### src/rtl/obi_pkg.sv
// Minimal OBI configuration and channel types
// used by the user-domain OBI managers.
package obi_pkg;

    typedef struct packed {
        int unsigned AddrWidth;
        int unsigned DataWidth;
        int unsigned IdWidth;
    } obi_cfg_t;

    localparam obi_cfg_t ObiDefaultConfig = '{
        AddrWidth: 32,
        DataWidth: 32,
        IdWidth:   1
    };

    localparam int unsigned Aw = ObiDefaultConfig.AddrWidth;
    localparam int unsigned Dw = ObiDefaultConfig.DataWidth;
    localparam int unsigned Iw = ObiDefaultConfig.IdWidth;

    typedef struct packed {
        logic [Aw-1:0]   addr;
        logic            we;
        logic [Dw/8-1:0] be;
        logic [Dw-1:0]   wdata;
        logic [Iw-1:0]   aid;
    } obi_a_chan_t;

    typedef struct packed {
        logic        req;
        obi_a_chan_t a;
    } obi_req_t;

    typedef struct packed {
        logic [Dw-1:0] rdata;
        logic [Iw-1:0] rid;
        logic          err;
    } obi_r_chan_t;

    typedef struct packed {
        logic        gnt;
        logic        rvalid;
        obi_r_chan_t r;
    } obi_rsp_t;

endpackage

### src/rtl/user_obi_window_fetcher.sv
// OBI read manager: fetches a WinDim x WinDim pixel window with up to
// MaxOutstanding pipelined reads and presents it on a valid/ready stream.
// Ports: clk_i, rst_ni (async, active low); obi_req_o / obi_rsp_i (OBI
// manager); start_i, base_addr_i, stride_i (control); win_valid_o,
// win_ready_i, win_data_o (window stream); busy_o, err_o, done_o (status).
module user_obi_window_fetcher #(
    parameter obi_pkg::obi_cfg_t ObiCfg = obi_pkg::ObiDefaultConfig,
    parameter type obi_req_t = obi_pkg::obi_req_t,
    parameter type obi_rsp_t = obi_pkg::obi_rsp_t,
    parameter int unsigned WinDim = 3,
    parameter int unsigned PixWidth = 8,
    parameter int unsigned MaxOutstanding = 2
) (
    input  logic                               clk_i,
    input  logic                               rst_ni,
    output obi_req_t                           obi_req_o,
    input  obi_rsp_t                           obi_rsp_i,
    input  logic                               start_i,
    input  logic [ObiCfg.AddrWidth-1:0]        base_addr_i,
    input  logic [ObiCfg.AddrWidth-1:0]        stride_i,
    output logic                               win_valid_o,
    input  logic                               win_ready_i,
    output logic [WinDim*WinDim*PixWidth-1:0]  win_data_o,
    output logic                               busy_o,
    output logic                               err_o,
    output logic                               done_o
);

    localparam int unsigned AW = ObiCfg.AddrWidth;
    localparam int unsigned NumPix = WinDim * WinDim;
    localparam int unsigned CntW = $clog2(NumPix + 1);
    localparam int unsigned OutW = $clog2(MaxOutstanding + 1);
    localparam int unsigned ColW = (WinDim > 1) ? $clog2(WinDim) : 1;

    localparam logic [CntW-1:0] NumPixC = CntW'(NumPix);
    localparam logic [CntW-1:0] LastC = CntW'(NumPix - 1);
    localparam logic [OutW-1:0] MaxOutC = OutW'(MaxOutstanding);
    localparam logic [ColW-1:0] LastCol = ColW'(WinDim - 1);

    typedef enum logic [1:0] {
        IDLE,
        FETCH,
        WAIT,
        OUT
    } state_t;

    state_t state_q, state_d;

    logic [AW-1:0]   addr_q;
    logic [AW-1:0]   row_q;
    logic [AW-1:0]   stride_q;
    logic [ColW-1:0] col_q;
    logic [CntW-1:0] issue_cnt_q;
    logic [CntW-1:0] rsp_cnt_q;
    logic [OutW-1:0] outst_q;
    logic            err_q;
    logic [NumPix*PixWidth-1:0] win_q;

    logic req;
    logic issue_hs;
    logic rsp_hs;
    logic last_issue;
    logic last_rsp;
    logic launch;

    // The issue condition only looks at registered counts, so once req is
    // high it can only stay high: outstanding can drop but never rise
    // without a grant, and addr_q moves only on a grant.
    assign req = (state_q == FETCH)
              && (issue_cnt_q < NumPixC)
              && (outst_q < MaxOutC);

    assign issue_hs = req && obi_rsp_i.gnt;

    // A response with nothing outstanding is stray and must not touch slots.
    assign rsp_hs = obi_rsp_i.rvalid
                 && (outst_q != '0)
                 && (rsp_cnt_q < NumPixC);

    assign last_issue = (issue_cnt_q == LastC);
    assign last_rsp = (rsp_cnt_q == LastC);
    assign launch = (state_q == IDLE) && start_i;

    always_comb begin
        state_d = state_q;
        done_o = 1'b0;
        unique case (state_q)
            IDLE: begin
                if (start_i) state_d = FETCH;
            end
            FETCH: begin
                if (issue_hs && last_issue) begin
                    state_d = (rsp_hs && last_rsp) ? OUT : WAIT;
                end
            end
            WAIT: begin
                if (rsp_hs && last_rsp) state_d = OUT;
            end
            OUT: begin
                if (win_ready_i) begin
                    state_d = IDLE;
                    done_o = 1'b1;
                end
            end
            default: state_d = IDLE;
        endcase
    end

    always_ff @(posedge clk_i or negedge rst_ni) begin
        if (!rst_ni) begin
            state_q <= IDLE;
        end else begin
            state_q <= state_d;
        end
    end

    always_ff @(posedge clk_i or negedge rst_ni) begin
        if (!rst_ni) begin
            addr_q      <= '0;
            row_q       <= '0;
            stride_q    <= '0;
            col_q       <= '0;
            issue_cnt_q <= '0;
            rsp_cnt_q   <= '0;
            outst_q     <= '0;
            err_q       <= 1'b0;
            win_q       <= '0;
        end else if (launch) begin
            addr_q      <= base_addr_i;
            row_q       <= base_addr_i;
            stride_q    <= stride_i;
            col_q       <= '0;
            issue_cnt_q <= '0;
            rsp_cnt_q   <= '0;
            outst_q     <= '0;
            err_q       <= 1'b0;
        end else begin
            if (issue_hs) begin
                issue_cnt_q <= issue_cnt_q + CntW'(1);
                // Walk the window incrementally; wraps modulo 2^AW.
                if (col_q == LastCol) begin
                    col_q  <= '0;
                    row_q  <= row_q + stride_q;
                    addr_q <= row_q + stride_q;
                end else begin
                    col_q  <= col_q + ColW'(1);
                    addr_q <= addr_q + AW'(4);
                end
            end
            if (rsp_hs) begin
                rsp_cnt_q <= rsp_cnt_q + CntW'(1);
                win_q[rsp_cnt_q*PixWidth +: PixWidth] <=
                    obi_rsp_i.r.rdata[PixWidth-1:0];
                if (obi_rsp_i.r.err) err_q <= 1'b1;
            end
            if (issue_hs && !rsp_hs) begin
                outst_q <= outst_q + OutW'(1);
            end else if (!issue_hs && rsp_hs) begin
                outst_q <= outst_q - OutW'(1);
            end
        end
    end

    always_comb begin
        obi_req_o = '0;
        obi_req_o.req = req;
        obi_req_o.a.addr = addr_q;
        obi_req_o.a.we = 1'b0;
        obi_req_o.a.be = '1;
        obi_req_o.a.wdata = '0;
        obi_req_o.a.aid = '0;
    end

    assign win_valid_o = (state_q == OUT);
    assign win_data_o  = win_q;
    assign busy_o      = (state_q != IDLE);
    assign err_o       = err_q;

    logic unused_rsp;
    assign unused_rsp = ^{obi_rsp_i.r.rdata, obi_rsp_i.r.rid};

    stray_rvalid: assert property (
        @(posedge clk_i) disable iff (!rst_ni)
        obi_rsp_i.rvalid |-> (outst_q != '0)
    );

endmodule

### config.mk
export PLATFORM = sky130hd
export DESIGN_NAME = user_obi_window_fetcher
export DESIGN_NICKNAME = d
export VERILOG_FILES = /design/src/rtl/obi_pkg.sv /design/src/rtl/user_obi_window_fetcher.sv
export SDC_FILE = /design/constraint.sdc
export NUM_CORES = 1
export LEC_CHECK = 0
export ABC_AREA = 0
export CORE_MARGIN = 2
export CORE_UTILIZATION = 30
export CTS_CLUSTER_DIAMETER = 40
export DETAILED_ROUTE_END_ITERATION = 7
export PLACE_DENSITY = 0.62
export SYNTH_ARGS = -nofsm -noshare
export SYNTH_HDL_FRONTEND = slang
export SYNTH_SLANG_ARGS = --single-unit
### constraint.sdc
create_clock -name clk_i -period 4.9 [get_ports clk_i]
set_input_delay 0.49 -clock clk_i [delete_from_list [all_inputs] [get_ports clk_i]]
set_output_delay 0.49 -clock clk_i [all_outputs]
set_load 0.02 [all_outputs]
==> impl_metrics.env <==
export IMPL_cts_hold_buf=0
export IMPL_yosys_area_top_type="dfrtp_1"
export IMPL_ys_types=67
export IMPL_hp_class="in2async"
export IMPL_htree_levels=4
export IMPL_synth_top_area_share_pct=44.5
export IMPL_cts_tree="yes"
export IMPL_grt_remaining_overflow=0
export IMPL_ys_seq_elements=183
export IMPL_final_common_cell="nand2_1"
export IMPL_path_clk_slew_ns=0.07
export IMPL_antenna_found_initial=0
export IMPL_first_global_vias=9165
export IMPL_first_pass_iters=5
export IMPL_slew_headroom_pct=36.4
export IMPL_critPathKind="reg2reg"
export IMPL_drt_iter0_markers=608
export IMPL_rsz0062_at_grt="no"
export IMPL_syn_instance_count=1201
export IMPL_yosys_warnings=0
export IMPL_cts_setup_buffers=0
export IMPL_grt_total_usage_pct=17.6
export IMPL_fin_setup_tns_ns=0
export IMPL_drv_slew=0
export IMPL_fillCellCount=3469
export IMPL_die_area_um2=35800
export IMPL_drive_above_1_share_pct=4.09
export IMPL_utilization_pct=38.8
export IMPL_clk_latency_ns=0.44
export IMPL_final_area_um2=13100
export IMPL_crit_chain="ha_1, inv_1, fa_1, nor2b_4, o211ai_1, a21oi_1, o31a_1, a311o_2, a221o_1, a311oi_2, xor2_1, o21ai_1"
export IMPL_cts_root_buf="clkbuf_16"
export IMPL_portBuffers=187
export IMPL_fin_crit_sh_pct=70.6
export IMPL_cts_buffers=17
export IMPL_status="completed"
export IMPL_viasPerCell=5.13
export IMPL_syn_area_um2=10300
export IMPL_placed_area_um2=12400
export IMPL_gp_congestion=0.851
export IMPL_die_width_um=189
export IMPL_pwr_density_cell_nw_per_um2=663
export IMPL_critPathBufInv=1
export IMPL_endpoint_kind="flip-flop"
export IMPL_layout_common_cells="nand2_1, clkdlybuf4s50_1, dfrtp_1"
export IMPL_drc=0
export IMPL_synthTopCellsByArea="dfrtp_1, nand2_1, ha_1, a21oi_1, nor2_1"
export IMPL_diodes=0
export IMPL_ir_drop_mv=0.278
export IMPL_power_leakage_nw=5.64
export IMPL_core_area_um2=33700
export IMPL_cts_repair_resized=0
export IMPL_initial_core_util_pct=30.5
export IMPL_cpMaxStageDelayCell="a311o_2"
export IMPL_timing_critical_path_required_ns=5.20
export IMPL_synth_area_per_cell_um2=8.57
export IMPL_cap_violations=0
export IMPL_wl_per_cell_um=17.2
export IMPL_ys_seq_area_share_pct=44.5
export IMPL_ioPinCount=251
export IMPL_fin_worst_skew_ns=0.00871
export IMPL_tightest_slew_ns=0.954
export IMPL_ys_flop_type="dfrtp_1"
export IMPL_critPathTopFamily="compound AO/OA/AOI/OAI gates"
export IMPL_syn2layout_area_growth_pct=27.0
export IMPL_async_reset_ff_share_pct=100
export IMPL_synth_edff_count=0
export IMPL_finalCriticalPeriod_ns=3.46
export IMPL_grt_pass1_wl_um=50000
export IMPL_grt_max_degree=104
export IMPL_cts_buffer_depth=2
export IMPL_slowest_delay_ns=0.44
export IMPL_worstPathMaxFanout=3
export IMPL_vias=9319
export IMPL_nNetsFinal=1503
export IMPL_ant_nets=0
export IMPL_place_hpwl_um=22400
export IMPL_wirelength_um=31300
export IMPL_rows=67
export IMPL_critPathArrivalTime_ns=3.76
export IMPL_fmax_mhz=289
export IMPL_worst_hold_slack_ns=0.160
export IMPL_clock_sinks=183
export IMPL_hold_viol_final=0
export IMPL_setup_viol=0
export IMPL_cp_start_kind="flip-flop"
export IMPL_die_h_um=189
## metal layers
| layer | routed length [um] | GRT usage, % |
|---|---|---|
| met5 | 0 | 0 |
| met4 | 517 | 4.62 |
| met3 | 2040 | 3.04 |
| met2 | 14600 | 29.7 |
| met1 | 14200 | 23.4 |
## cells by family after synthesis
logic type | synth area share [%]
AOI/OAI and AO/OA | 19.8
xor gates and xnor gates | 2.98
DFF | 44.5
buffers and inverters | 5.91
adders and majority gates | 5.42
other | 0.0730
muxes | 1.15
and+or+nand+nor | 20.1
## area by class of cell
class | instances | area, um2 | share of cell area (%)
multi-input combinational | 935 | 5250 | 40.2
sequential | 183 | 4580 | 35.0
timing repair buffer | 200 | 1980 | 15.2
tap | 448 | 561 | 4.29
clock buffer | 18 | 439 | 3.36
clock inverter | 14 | 189 | 1.45
inverter | 18 | 67.6 | 0.517
## metrics by stage
step,setup slack [ns],power [mW],cells
floorplan,1.92,5.66,1237
global placement,1.52,7.07,1784
detailed placement,1.50,7.14,1784
CTS,1.47,8.69,1816
global route,1.32,9.33,1816
finish,1.44,8.66,1816
## Yosys cell counts, types with 3 or more instances
master	instances
a211oi_1	5
a21o_1	14
a21oi_1	82
a221o_1	3
a22oi_1	4
a311oi_1	4
a31oi_1	14
a41o_1	3
a41oi_1	3
and2_1	9
and3_1	17
and4_1	6
buf_1	7
buf_4	39
clkbuf_1	53
dfrtp_1	183
ha_1	43
inv_1	18
mux2_1	5
mux2i_1	4
nand2_1	256
nand2b_1	9
nand3_1	33
nand4_1	14
nor2_1	94
nor2b_1	9
nor3_1	9
nor4_1	3
o211ai_1	4
o21a_1	8
o21ai_0	54
o21ai_1	53
o21bai_1	4
o221ai_1	3
o22ai_1	26
o31ai_1	26
or3_1	6
xnor2_1	23
xor2_1	12
## worst register-to-register path: stages, from the launching register on
cell and delay [ns]:
dfrtp_1 0.39, ha_1 0.22, inv_1 0.07, fa_1 0.23
nor2b_4 0.06, o211ai_1 0.30, a21oi_1 0.19, o31a_1 0.37
a311o_2 0.44, a221o_1 0.40, a311oi_2 0.30, xor2_1 0.23
o21ai_1 0.10
## worst paths after layout
| check | depth (start not counted) | start | end | slack, ns |
|---|---|---|---|---|
| hold reg to reg | 2 | win_data_o[71] | win_data_o[71] | 0.48 |
| setup / recovery | 12 | row_q[0] | row_q[30] | 1.44 |
| max in group asynchronous | 2 | rst_ni | stride_q[7] | 3.73 |
| setup reg to reg | 12 | row_q[0] | row_q[30] | 1.44 |
| min in group clk_i | 2 | win_data_o[71] | win_data_o[71] | 0.48 |
| hold / removal | 1 | rst_ni | win_data_o[25] | 0.16 |
## where the power goes
part           switching, mW  total (mW)  leakage (nW)  internal, mW
Combinational           2.78        4.69          2.99          1.91
Sequential             0.448        2.48          2.36          2.03
Clock                  0.663        1.50         0.295         0.832
Total                   3.89        8.66          5.64          4.77
## state kept, by name (all words and copies together), names as in the netlist
| name | count |
|---|---|
| col_q | 2 |
| stride_q | 32 |
| err_o | 1 |
| state_q | 2 |
| win_data_o | 72 |
| row_q | 32 |
| issue_cnt_q | 4 |
| addr_q | 32 |
| rsp_cnt_q | 4 |
| outst_q | 2 |
Power figures use the tool's default switching activity.
